$ cat src/rtl/irq_arbiter.sv
// irq_arbiter: memory-mapped fixed-priority interrupt controller sharing one CPU interrupt line
//   clk, reset       : system clock, synchronous active-high reset
//   src_irq[NSRC]    : level interrupt requests, rising edges latch into PEND (source 0 = highest priority)
//   Addr[31:2], WE,
//   Din, Dout        : bridge port, Addr[3:2] selects MASK / PEND (w1c) / CUR / EOI; Dout is combinational
//   irq_out, cur_id  : registered grant to CP0 and id of the granted source
//   IRQ_SYNC_EN      : when defined, src_irq passes a two-flop synchronizer before edge detection
module irq_arbiter #(
  parameter int NSRC = 6
) (
  input  logic            clk,
  input  logic            reset,
  input  logic [NSRC-1:0] src_irq,
  input  logic [31:2]     Addr,
  input  logic            WE,
  input  logic [31:0]     Din,
  output logic [31:0]     Dout,
  output logic            irq_out,
  output logic [3:0]      cur_id
);
  typedef enum logic [1:0] {IDLE, ARB, SERVE} state_t;
  state_t          state_q, state_d;
  logic [NSRC-1:0] mask_q, mask_d, pend_q, pend_d, prev_q, src, rise, elig, clr, grant_bit;
  logic            irq_q, irq_d, wr_mask, wr_pend, wr_eoi;
  logic [3:0]      cur_q, cur_d, k;
  logic            unused_bits;
`ifdef IRQ_SYNC_EN
  logic [NSRC-1:0] s1_q, s2_q;
  always_ff @(posedge clk) begin
    if (reset) begin
      s1_q <= '0;
      s2_q <= '0;
    end else begin
      s1_q <= src_irq;
      s2_q <= s1_q;
    end
  end
  assign src = s2_q;
`else
  assign src = src_irq;
`endif
  assign wr_mask     = WE && Addr[3:2] == 2'd0;
  assign wr_pend     = WE && Addr[3:2] == 2'd1;
  assign wr_eoi      = WE && Addr[3:2] == 2'd3;
  assign rise        = src & ~prev_q;
  assign elig        = pend_q & mask_q;
  assign unused_bits = ^{Addr[31:4], Din[31:NSRC]};
  always_comb begin
    k = '0;
    for (int i = NSRC - 1; i >= 0; i--)
      if (elig[i]) k = 4'(i);
  end
  assign grant_bit = (state_q == ARB && |elig) ? NSRC'(1) << k : '0;
  // a new edge on the same bit re-sets it, so set wins over both w1c and grant clear
  assign clr    = (wr_pend ? Din[NSRC-1:0] : '0) | grant_bit;
  assign pend_d = (pend_q & ~clr) | rise;
  assign mask_d = wr_mask ? Din[NSRC-1:0] : mask_q;
  always_comb begin
    state_d = state_q;
    irq_d   = irq_q;
    cur_d   = cur_q;
    unique case (state_q)
      IDLE:    state_d = |elig ? ARB : IDLE;
      ARB: begin
        state_d = |elig ? SERVE : IDLE;
        irq_d   = |elig;
        cur_d   = |elig ? k : cur_q;
      end
      SERVE: begin
        state_d = wr_eoi ? IDLE : SERVE;
        irq_d   = !wr_eoi;
      end
      default: state_d = IDLE;
    endcase
  end
  always_ff @(posedge clk) begin
    if (reset) begin
      state_q <= IDLE;
      mask_q  <= '0;
      pend_q  <= '0;
      prev_q  <= '0;
      irq_q   <= 1'b0;
      cur_q   <= '0;
    end else begin
      state_q <= state_d;
      mask_q  <= mask_d;
      pend_q  <= pend_d;
      prev_q  <= src;
      irq_q   <= irq_d;
      cur_q   <= cur_d;
    end
  end
  assign Dout    = Addr[3:2] == 2'd0 ? 32'(mask_q) :
                   Addr[3:2] == 2'd1 ? 32'(pend_q) :
                   Addr[3:2] == 2'd2 ? {irq_q, 27'b0, cur_q} : 32'b0;
  assign irq_out = irq_q;
  assign cur_id  = cur_q;
endmodule

$ cat config.mk
export PLATFORM = sky130hd
export DESIGN_NAME = irq_arbiter
export DESIGN_NICKNAME = d
export VERILOG_FILES = /design/src/rtl/irq_arbiter.sv
export SDC_FILE = /design/constraint.sdc
export NUM_CORES = 1
export LEC_CHECK = 0
export CAP_MARGIN = 20
export CORE_ASPECT_RATIO = 0.75
export CORE_UTILIZATION = 33
export CTS_CLUSTER_DIAMETER = 120
export DETAILED_ROUTE_END_ITERATION = 6
export GPL_ROUTABILITY_DRIVEN = 0
export GPL_TIMING_DRIVEN = 1
export PLACE_DENSITY = 0.81
export SLEW_MARGIN = 20
export SYNTH_ARGS = -nofsm -noshare
export SYNTH_HDL_FRONTEND = slang
export SYNTH_SLANG_ARGS = --single-unit
$ cat constraint.sdc
create_clock -name clk -period 2.4 [get_ports clk]
set_input_delay 0.48 -clock clk [delete_from_list [all_inputs] [get_ports clk]]
set_output_delay 0.48 -clock clk [all_outputs]
set_load 0.02 [all_outputs]
Word-level counts from Yosys, hierarchy flattened
Cells that the tools add are included.
{ "classes": {"n_shift": 1, "eq_ne": 5, "bitwise": 7, "n_reduce_logical": 10, "n_mux": 16} }
{ "op_table": {"columns": ["operator", "n"], "rows": [
  ["2-to-1 mux 32 bit", 3],
  ["2-to-1 mux 4 bit", 5],
  ["bitwise AND 6 bit", 3],
  ["2-to-1 mux 6 bit", 2],
  ["NOT 6 bit", 2],
  ["bitwise OR 6 bit", 2],
  ["== test 2 bit, second input constant", 3],
  ["case mux 2 bit (3 select lines)", 1],
  ["OR reduction 6 bit", 1],
  ["left shift 1 x 4 -> 6 bit, first input constant", 1],
  ["== test 2 x 1 -> 1 bit, second input constant", 2],
  ["logical AND 1 bit", 4],
  ["zero test 2 bit", 2],
  ["2-to-1 mux 2 bit", 2],
  ["2-to-1 mux 3 bit", 1],
  ["case mux 1 bit (2 select lines)", 1],
  ["AND reduction 2 bit", 1],
  ["nonzero test 2 bit", 1],
  ["zero test 1 bit", 1],
  ["2-to-1 mux 1 bit", 1]
]} }
{ "totals": {"output_inout_bits": 37, "ff_bits": 25} }

Longest topological paths before layout
Gate-level depths: netlist of the first run.
{ "depth": {"ltp_word": 13, "mapped_depth": 7} }

Least setup slack after synthesis of the first run
Ideal clock, no wire load.
{ "synth_path": {"kind": "in2out", "startpoint": "input port Addr[2] (netlist bit)", "endpoint": "output port Dout[1]", "t_arrival_ns": 1.267, "setup_slack_ns": 0.653, "cell_stages": 3, "path_cell_list": "buf_2 > mux2i_1 > o21ai_0"} }
{ "synth_via": {"elab_chain_cells": 4} }
{ "synth_rtl": {"columns": ["element", "line_no", "source"], "rows": [
  ["start, declared", "14", "input logic [31:2] Addr,"],
  ["== test 2 bit", "95", "Addr[3:2] == 2'd2 ? {irq_q, 27'b0, cur_q} : 32'b0;"],
  ["2-to-1 mux 32 bit", "95", null],
  ["2-to-1 mux 32 bit", "94", "Addr[3:2] == 2'd1 ? 32'(pend_q) :"],
  ["2-to-1 mux 32 bit *", "93", "assign Dout = Addr[3:2] == 2'd0 ? 32'(mask_q) :"],
  ["end, declared", "17", "output logic [31:0] Dout,"]
]} }
Every way passes the cells marked *; elsewhere a longest branch is shown, timed or not.

Final worst setup path of the first run
{ "layout_path": {"startpoint": "input port Addr[2] (netlist bit)", "endpoint": "output port Dout[4]"} }
{ "layout_via": {"elab_chain_cells": 3} }
{ "layout_rtl": {"columns": ["element", "line_no"], "rows": [
  ["== test 2 x 1 -> 1 bit", "94"],
  ["2-to-1 mux 32 bit", "94"],
  ["2-to-1 mux 32 bit *", "93"]
]} }
Marks and branches as above.

==> report_table.html, run 1 <==
<table>
<tr><th>Metric</th><th>Value</th></tr>
<tr><th colspan="2">Outcome</th></tr>
<tr><td>Outcome</td><td>finished clean</td></tr>
<tr><th colspan="2">Worst setup path</th></tr>
<tr><td>CP max FO</td><td>6</td></tr>
<tr><td>Critical path origin</td><td>Addr[2]</td></tr>
<tr><td>R2R Path Start</td><td>state_q[1]</td></tr>
<tr><td>Data arrival time of the critical path</td><td>roughly 1.8 ns</td></tr>
<tr><td>Endpoint class of the critical path</td><td>output pin</td></tr>
<tr><td>Worst Setup Path Type</td><td>in -&gt; out</td></tr>
<tr><td>Worst path required time</td><td>1.92 ns</td></tr>
<tr><td>Type of element launching the critical path</td><td>primary input</td></tr>
<tr><th colspan="2">Drt</th></tr>
<tr><td>Number of search-and-repair iterations in the first detailed-routing pass</td><td>4</td></tr>
<tr><td>Drt first-iter violations</td><td>between 50 and 60</td></tr>
<tr><td>Total via count after detailed routing</td><td>roughly 1,100</td></tr>
<tr><td>Remaining design rule violation count</td><td>0</td></tr>
<tr><td>Final routed wire length divided by cell count</td><td>~12 um</td></tr>
<tr><td>Routed wire length</td><td>2740 um</td></tr>
<tr><td>Number of vias per cell</td><td>about 4.7</td></tr>
<tr><td>Remaining antenna violation count after routing</td><td>0</td></tr>
<tr><th colspan="2">Placed design</th></tr>
<tr><td>Placed instance count</td><td>234</td></tr>
<tr><td>Port Buffers</td><td>27</td></tr>
<tr><td>Setup slack after placement</td><td>-0.134 ns</td></tr>
<tr><td>DPL Wire Length</td><td>2170 um</td></tr>
<tr><td>Cell area after placement</td><td>about 0.0016 mm2</td></tr>
<tr><th colspan="2">Timing</th></tr>
<tr><td>Pins Over Slew Limit</td><td>0</td></tr>
<tr><td>Share of the cycle needed by the critical path after routing</td><td>0.954</td></tr>
<tr><td>RSZ-0062 raised after global routing</td><td>false</td></tr>
<tr><td>Fin Clk Skew</td><td>around 0.0025 ns</td></tr>
<tr><td>Final setup margin</td><td>about 0.11 ns</td></tr>
<tr><td>Period minus WS final</td><td>around 2.3 ns</td></tr>
<tr><td>Final Setup Violations</td><td>0</td></tr>
<tr><td>Fmax</td><td>~440 MHz</td></tr>
<tr><td>Final Hold Fails</td><td>0</td></tr>
<tr><td>Fin Setup TNS</td><td>0 ns</td></tr>
<tr><td>Hold slack final</td><td>0.475 ns</td></tr>
<tr><th colspan="2">Floorplan</th></tr>
<tr><td>DIE HEIGHT</td><td>57.7 um</td></tr>
<tr><td>Floorplan die area</td><td>~0.0044 mm2</td></tr>
<tr><td>Initial Util</td><td>0.359</td></tr>
<tr><td>Die Wd</td><td>76.3 um</td></tr>
<tr><td>Number of placed I/O pins</td><td>~110</td></tr>
<tr><td>Std cell rows</td><td>19</td></tr>
<tr><td>Std-Cell Core Area</td><td>around 0.0038 mm2</td></tr>
<tr><th colspan="2">Global route</th></tr>
<tr><td>Number of antenna violations at the first check in global routing</td><td>0</td></tr>
<tr><td>Vias in the first global route</td><td>1,007</td></tr>
<tr><td>Maximum number of pins on one net before global-route repair</td><td>14</td></tr>
<tr><td>Wire length of the first global-routing pass</td><td>about 4400 um</td></tr>
<tr><td>Total global-route track usage</td><td>0.124</td></tr>
<tr><td>Leftover overflow at the end of global routing</td><td>0</td></tr>
<tr><th colspan="2">Yosys</th></tr>
<tr><td>Most frequent cell after synthesis</td><td>sky130_fd_sc_hd__buf_4</td></tr>
<tr><td>Post-synthesis sequential element count</td><td>24</td></tr>
<tr><td>Warnings from Yosys</td><td>0</td></tr>
<tr><td>Post-synthesis instance total</td><td>155</td></tr>
<tr><td>Post-Syn Area per Cell</td><td>8.81 um2</td></tr>
<tr><td>Largest cells by area after synthesis</td><td>sky130_fd_sc_hd__dfxtp_1 (35%), sky130_fd_sc_hd__buf_4 (15%), sky130_fd_sc_hd__mux2i_1 (8.8%), sky130_fd_sc_hd__nand2_1 (4.1%), sky130_fd_sc_hd__ha_1 (3.7%)</td></tr>
<tr><td>Post-synthesis async set-or-reset flop share</td><td>0</td></tr>
<tr><td>Top-area cell type share of the netlist area</td><td>0.352</td></tr>
<tr><td>Largest area contributor in the netlist</td><td>sky130_fd_sc_hd__dfxtp_1</td></tr>
<tr><td>Portion of the post-synthesis area used by sequential elements</td><td>0.352</td></tr>
<tr><td>Top cells by count, synth</td><td>sky130_fd_sc_hd__buf_4 (27), sky130_fd_sc_hd__dfxtp_1 (24), sky130_fd_sc_hd__nand2_1 (15), sky130_fd_sc_hd__mux2i_1 (12), sky130_fd_sc_hd__nor2_1 (11)</td></tr>
<tr><td>Netlist area before placement</td><td>0.00137 mm2</td></tr>
<tr><td>Most instantiated flip-flop cell in the synthesis netlist</td><td>sky130_fd_sc_hd__dfxtp_1</td></tr>
<tr><td>Number of distinct library cells after synthesis</td><td>38</td></tr>
<tr><td>Number of flops mapped to enable cells by yosys</td><td>0</td></tr>
<tr><th colspan="2">Layout</th></tr>
<tr><td>Filler Cell Count</td><td>400</td></tr>
<tr><td>Area Overhead vs Synth</td><td>22.2%</td></tr>
<tr><td>Combined flip-flop and latch cell area</td><td>between 400 and 500 um2</td></tr>
<tr><td>Area of all placed cells without fillers</td><td>around 0.0017 mm2</td></tr>
<tr><td>Layout cell share with drive strength beyond 1</td><td>0.0860</td></tr>
<tr><td>Number of nets in the final layout</td><td>262</td></tr>
<tr><td>Post-Route Utilization</td><td>0.438</td></tr>
<tr><td>Area of combinational cells with multiple inputs</td><td>727 um2</td></tr>
<tr><td>Number of cells in the finished layout apart from fillers</td><td>between 200 and 250</td></tr>
<tr><td>Ant diodes</td><td>0</td></tr>
<tr><th colspan="2">Run</th></tr>
<tr><td>Number of maximum-capacitance violations</td><td>0</td></tr>
<tr><th colspan="2">Pwr</th></tr>
<tr><td>Peak supply drop</td><td>between 0.0004 and 0.0005 V</td></tr>
<tr><td>Part of the total power dissipated in the clock network</td><td>0.313</td></tr>
<tr><td>Switch Pwr</td><td>0.233 mW</td></tr>
<tr><td>Power density over the cells</td><td>just over 500 mW/mm2</td></tr>
<tr><td>Share of power burned in registers</td><td>0.505</td></tr>
<tr><td>Leakage power of the design</td><td>around 0.73 nW</td></tr>
<tr><td>Int Pwr</td><td>0.631 mW</td></tr>
<tr><td>Logic pwr share</td><td>0.182</td></tr>
<tr><td>Power, Total</td><td>0.865 mW</td></tr>
<tr><td>Fraction of power spent switching nets</td><td>0.270</td></tr>
<tr><th colspan="2">CTS</th></tr>
<tr><td>Insertion delay to the later sink of the worst-skew pair</td><td>roughly 0.26 ns</td></tr>
<tr><td>Count of cells resized by post-cts repair</td><td>7</td></tr>
<tr><td>Number of clock buffers inserted by TritonCTS</td><td>3</td></tr>
<tr><td>Post CTS Setup Buffer Count</td><td>0</td></tr>
<tr><td>Maximum clock insertion buffer count</td><td>2</td></tr>
<tr><td>Post-CTS Hold Fix Bufs</td><td>0</td></tr>
<tr><td>Clock transition at the registers of the reported paths</td><td>around 0.08 ns</td></tr>
<tr><td>TritonCTS clock tree</td><td>done</td></tr>
<tr><td>CTS sink cnt</td><td>24</td></tr>
<tr><td>H-tree level count</td><td>1</td></tr>
<tr><td>Library cell used as clock root buffer</td><td>sky130_fd_sc_hd__clkbuf_8</td></tr>
<tr><th colspan="2">Worst hold path</th></tr>
<tr><td>Launch point of the worst hold path</td><td>prev_q[1]</td></tr>
<tr><td>Tightest Hold Check Type</td><td>reg -&gt; reg</td></tr>
</table>
==> cell usage in the layout (no fill, tap or decap), types with 3 or more instances in the layout <==
cell,count
sky130_fd_sc_hd__clkbuf_8,4
sky130_fd_sc_hd__nor2_1,11
sky130_fd_sc_hd__ha_1,4
sky130_fd_sc_hd__clkdlybuf4s50_1,20
sky130_fd_sc_hd__a22o_1,3
sky130_fd_sc_hd__nand2_1,15
sky130_fd_sc_hd__nor2b_1,8
sky130_fd_sc_hd__inv_1,7
sky130_fd_sc_hd__dlygate4sd2_1,7
sky130_fd_sc_hd__mux2i_1,12
sky130_fd_sc_hd__dfxtp_1,24
sky130_fd_sc_hd__conb_1,26
sky130_fd_sc_hd__buf_4,7
sky130_fd_sc_hd__a21oi_1,3
sky130_fd_sc_hd__o21ai_0,4
sky130_fd_sc_hd__a41o_1,3
==> power by group through the flow <==
stage | Clock [mW] | Sequential (mW) | Combinational, mW
5_1_grt | 0.293 | 0.439 | 0.172
3_5_place_dp | 0 | 0.446 | 0.161
4_1_cts | 0.274 | 0.436 | 0.158
6_report | 0.270 | 0.437 | 0.158
2_1_floorplan | 0 | 0.442 | 0.134
3_3_place_gp | 0 | 0.445 | 0.159
==> final cells by class <==
cell class,instances,area share
inverters,7,0.0158
clock buffers,4,0.0330
multi-input cells,117,0.436
flip-flops and latches,24,0.288
well taps,52,0.0390
repair buffers,34,0.188
==> cell families (layout without fill, tap and decap cells) <==
family / after synthesis / in the layout / share of synthesized area
DFF: 24 / 24 / 0.352
and+or+nand+nor: 50 / 50 / 0.194
adders and majority gates: 4 / 4 / 0.0367
AOI/OAI and AO/OA: 25 / 25 / 0.142
muxes: 12 / 12 / 0.0880
other: 1 / 26 / 0.00275
buffers and inverters: 39 / 45 / 0.184
==> metal layers <==
layer,share of wire,vias up,GRT usage
met2,0.49,45,0.216
met5,0,-,0
met4,0.010,0,0.0330
met3,0.057,4,0.0315
met1,0.44,535,0.153
li1,-,541,-
==> critical path: stages <==
cell,delay (ns)
sky130_fd_sc_hd__clkdlybuf4s50_1,0.48
sky130_fd_sc_hd__buf_4,0.17
sky130_fd_sc_hd__buf_4,0.13
sky130_fd_sc_hd__mux2i_1,0.18
sky130_fd_sc_hd__nor2_1,0.05
sky130_fd_sc_hd__dlygate4sd2_1,0.31
==> registers in the layout, indices dropped and copies added, names as in the netlist <==
name,cells
state_q,2
prev_q,6
irq_out,1
mask_q,6
pend_q,6
cur_id,3
==> path summary, 6_finish.rpt <==
path,to,slack (ns),cells after the start
max,Dout[4],0.11,6
min,pend_q[1],0.47,2
max reg2reg,pend_q[4],0.50,6
min reg2reg,pend_q[1],0.47,2
Power figures use the tool's default switching activity.
==> run 2, diff against run 1 <==
==> constraint.sdc (replaced) <==
create_clock -name clk -period 2.4 [get_ports clk]
set_input_delay 0.48 -clock clk [delete_from_list [all_inputs] [get_ports clk]]
set_output_delay 0.48 -clock clk [all_outputs]
set_load 0.05 [all_outputs]
==> report_table.html, run 2 (same netlist as run 1, synthesis figures left out) <==
<table>
<tr><th>Metric</th><th>Value</th></tr>
<tr><th colspan="2">Layout</th></tr>
<tr><td>Area Overhead vs Synth</td><td>25.8%</td></tr>
<tr><td>Layout cell share with drive strength beyond 1</td><td>0.109</td></tr>
<tr><td>Most common cell after layout, fill and taps aside</td><td>sky130_fd_sc_hd__conb_1</td></tr>
<tr><td>Filler Cell Count</td><td>about 380</td></tr>
<tr><td>Number of cells in the finished layout apart from fillers</td><td>235</td></tr>
<tr><td>Biggest registers after layout</td><td>mask_q: 6 flops, pend_q: 6 flops, prev_q: 6 flops</td></tr>
<tr><td>Ant diodes</td><td>0</td></tr>
<tr><td>Highest-count cells in the layout ignoring fill and taps</td><td>sky130_fd_sc_hd__conb_1 (26), sky130_fd_sc_hd__dfxtp_1 (24), sky130_fd_sc_hd__clkdlybuf4s50_1 (20)</td></tr>
<tr><td>Number of nets in the final layout</td><td>260</td></tr>
<tr><td>Area of combinational cells with multiple inputs</td><td>727 um2</td></tr>
<tr><td>Combined flip-flop and latch cell area</td><td>around 480 um2</td></tr>
<tr><th colspan="2">Timing</th></tr>
<tr><td>Final Hold Fails</td><td>0</td></tr>
<tr><td>Fin Clk Skew</td><td>between 0.005 and 0.006 ns</td></tr>
<tr><td>Final Setup Violations</td><td>0</td></tr>
<tr><td>Share of the cycle needed by the critical path after routing</td><td>0.961</td></tr>
<tr><td>Final setup margin</td><td>a little over 0.09 ns</td></tr>
<tr><td>Fmax</td><td>roughly 430 MHz</td></tr>
<tr><td>Period minus WS final</td><td>between 2 and 2.5 ns</td></tr>
<tr><td>Hold slack final</td><td>~0.47 ns</td></tr>
<tr><td>RSZ-0062 raised after global routing</td><td>false</td></tr>
<tr><td>Pins Over Slew Limit</td><td>0</td></tr>
<tr><td>Fin Setup TNS</td><td>0 ns</td></tr>
<tr><th colspan="2">Drt</th></tr>
<tr><td>Number of vias per cell</td><td>~4.5</td></tr>
<tr><td>Number of search-and-repair iterations in the first detailed-routing pass</td><td>4</td></tr>
<tr><td>Final routed wire length divided by cell count</td><td>between 10 and 15 um</td></tr>
<tr><td>Routed wire length</td><td>2680 um</td></tr>
<tr><td>Total via count after detailed routing</td><td>1,068</td></tr>
<tr><td>Remaining design rule violation count</td><td>0</td></tr>
<tr><td>Remaining antenna violation count after routing</td><td>0</td></tr>
<tr><td>Drt first-iter violations</td><td>48</td></tr>
<tr><th colspan="2">Worst setup path</th></tr>
<tr><td>R2R Path Start</td><td>state_q[1]</td></tr>
<tr><td>Worst Setup Path Type</td><td>in -&gt; out</td></tr>
<tr><td>Worst reg2reg path endpoint</td><td>pend_q[4]</td></tr>
<tr><td>Critical path origin</td><td>Addr[2]</td></tr>
<tr><td>Worst path required time</td><td>1.92 ns</td></tr>
<tr><td>Type of element launching the critical path</td><td>primary input</td></tr>
<tr><td>Cell count of the worst reg-to-reg path</td><td>6</td></tr>
<tr><td>Minimum setup slack among reg-to-reg paths</td><td>~0.54 ns</td></tr>
<tr><td>CP max FO</td><td>6</td></tr>
<tr><td>Endpoint class of the critical path</td><td>output pin</td></tr>
<tr><td>Data arrival time of the critical path</td><td>between 1.5 and 2 ns</td></tr>
<tr><th colspan="2">Floorplan</th></tr>
<tr><td>Std-Cell Core Area</td><td>approximately 0.0038 mm2</td></tr>
<tr><td>DIE HEIGHT</td><td>a little under 60 um</td></tr>
<tr><td>Std cell rows</td><td>19</td></tr>
<tr><td>Number of placed I/O pins</td><td>about 110</td></tr>
<tr><td>Initial Util</td><td>0.359</td></tr>
<tr><td>Die Wd</td><td>about 76 um</td></tr>
<tr><td>Floorplan die area</td><td>around 0.0044 mm2</td></tr>
<tr><th colspan="2">Worst hold path</th></tr>
<tr><td>Launch point of the worst hold path</td><td>prev_q[5]</td></tr>
<tr><td>Cells on Worst Hold Path</td><td>2</td></tr>
<tr><td>Capture endpoint of the worst hold path</td><td>pend_q[5]</td></tr>
<tr><td>Tightest Hold Check Type</td><td>reg -&gt; reg</td></tr>
<tr><th colspan="2">Pwr</th></tr>
<tr><td>Part of the total power dissipated in the clock network</td><td>0.254</td></tr>
<tr><td>Int Pwr</td><td>between 0.6 and 0.7 mW</td></tr>
<tr><td>Leakage power of the design</td><td>around 0.71 nW</td></tr>
<tr><td>Fraction of power spent switching nets</td><td>0.327</td></tr>
<tr><td>Logic pwr share</td><td>0.264</td></tr>
<tr><td>Peak supply drop</td><td>roughly 0.00033 V</td></tr>
<tr><td>Switch Pwr</td><td>around 0.30 mW</td></tr>
<tr><td>Power density over the cells</td><td>~530 mW/mm2</td></tr>
<tr><td>Share of power burned in registers</td><td>0.482</td></tr>
<tr><th colspan="2">Placed design</th></tr>
<tr><td>DPL Wire Length</td><td>roughly 2200 um</td></tr>
<tr><td>Setup slack after placement</td><td>approximately 0.1 ns</td></tr>
<tr><td>Placed instance count</td><td>~230</td></tr>
<tr><td>Port Buffers</td><td>27</td></tr>
<tr><th colspan="2">Run</th></tr>
<tr><td>Number of maximum-capacitance violations</td><td>0</td></tr>
<tr><th colspan="2">Global route</th></tr>
<tr><td>Number of antenna violations at the first check in global routing</td><td>0</td></tr>
<tr><td>Total global-route track usage</td><td>0.129</td></tr>
<tr><td>Leftover overflow at the end of global routing</td><td>0</td></tr>
<tr><td>Maximum number of pins on one net before global-route repair</td><td>13</td></tr>
<tr><td>Met2 Use GR</td><td>0.211</td></tr>
<tr><td>Met3 demand-to-capacity share in global routing</td><td>0.0331</td></tr>
<tr><td>Top Usage Layer GRT</td><td>met2</td></tr>
<tr><td>Wire length of the first global-routing pass</td><td>about 4500 um</td></tr>
<tr><td>GRT met1 Usage</td><td>0.170</td></tr>
<tr><td>Vias in the first global route</td><td>between 900 and 1,000</td></tr>
<tr><th colspan="2">CTS</th></tr>
<tr><td>TritonCTS clock tree</td><td>done</td></tr>
<tr><td>Maximum clock insertion buffer count</td><td>2</td></tr>
<tr><td>Count of cells resized by post-cts repair</td><td>0</td></tr>
<tr><td>H-tree level count</td><td>1</td></tr>
<tr><td>Post-CTS Hold Fix Bufs</td><td>0</td></tr>
<tr><td>Post CTS Setup Buffer Count</td><td>0</td></tr>
<tr><td>Library cell used as clock root buffer</td><td>sky130_fd_sc_hd__clkbuf_8</td></tr>
<tr><td>Clock transition at the registers of the reported paths</td><td>roughly 0.080 ns</td></tr>
<tr><td>CTS sink cnt</td><td>24</td></tr>
<tr><td>Insertion delay to the later sink of the worst-skew pair</td><td>~0.26 ns</td></tr>
<tr><td>Number of clock buffers inserted by TritonCTS</td><td>3</td></tr>
<tr><th colspan="2">Outcome</th></tr>
<tr><td>Outcome</td><td>finished clean</td></tr>
</table>
-- run 2: metrics by stage --
step	area, um2	power (mW)	utilization
5_1_grt	1720	0.952	0.452
6_report	1720	0.906	0.452
2_1_floorplan	1460	0.644	-
3_5_place_dp	1680	0.685	0.441
3_3_place_gp	1680	0.682	0.441
4_1_cts	1720	0.916	0.452
-- run 2: power groups by stage --
| stage | registers [mW] | logic, mW | clock network (mW) |
|---|---|---|---|
| final | 0.437 | 0.239 | 0.230 |
| after global routing | 0.440 | 0.254 | 0.258 |
| after CTS | 0.437 | 0.240 | 0.239 |
| after detailed placement | 0.446 | 0.239 | 0 |
| after global placement | 0.445 | 0.237 | 0 |
| after floorplan | 0.445 | 0.199 | 0 |
-- run 2: worst max-delay path by stage --
stage / end / slack [ns] / cells after the start
after global routing: Dout[0] / 0.02 / 6
after global placement: Dout[1] / 0.11 / 6
after floorplan: Dout[1] / 0.04 / 3
after CTS: Dout[1] / 0.09 / 6
after detailed placement: Dout[1] / 0.10 / 4
final: Dout[1] / 0.09 / 6
-- run 2: worst max-delay path: stages --
cell	delay, ns
sky130_fd_sc_hd__clkdlybuf4s50_1	0.68
sky130_fd_sc_hd__nor2b_1	0.10
sky130_fd_sc_hd__buf_4	0.16
sky130_fd_sc_hd__nand2_1	0.06
sky130_fd_sc_hd__o21ai_0	0.15
sky130_fd_sc_hd__buf_12	0.20
-- run 2: cell type report --
| cell class | instances | area share |
|---|---|---|
| well taps | 52 | 0.0379 |
| multi-input cells | 117 | 0.423 |
| clock buffers | 3 | 0.0240 |
| inverters | 7 | 0.0153 |
| repair buffers | 32 | 0.220 |
| flip-flops and latches | 24 | 0.280 |
-- run 2: layer usage --
| layer | routed length, um | up-vias | share of wire |
|---|---|---|---|
| met1 | 1270 | 492 | 0.47 |
| li1 | - | 542 | - |
| met5 | 0 | - | 0 |
| met3 | 110 | 4 | 0.041 |
| met2 | 1280 | 30 | 0.48 |
| met4 | 28 | 0 | 0.010 |
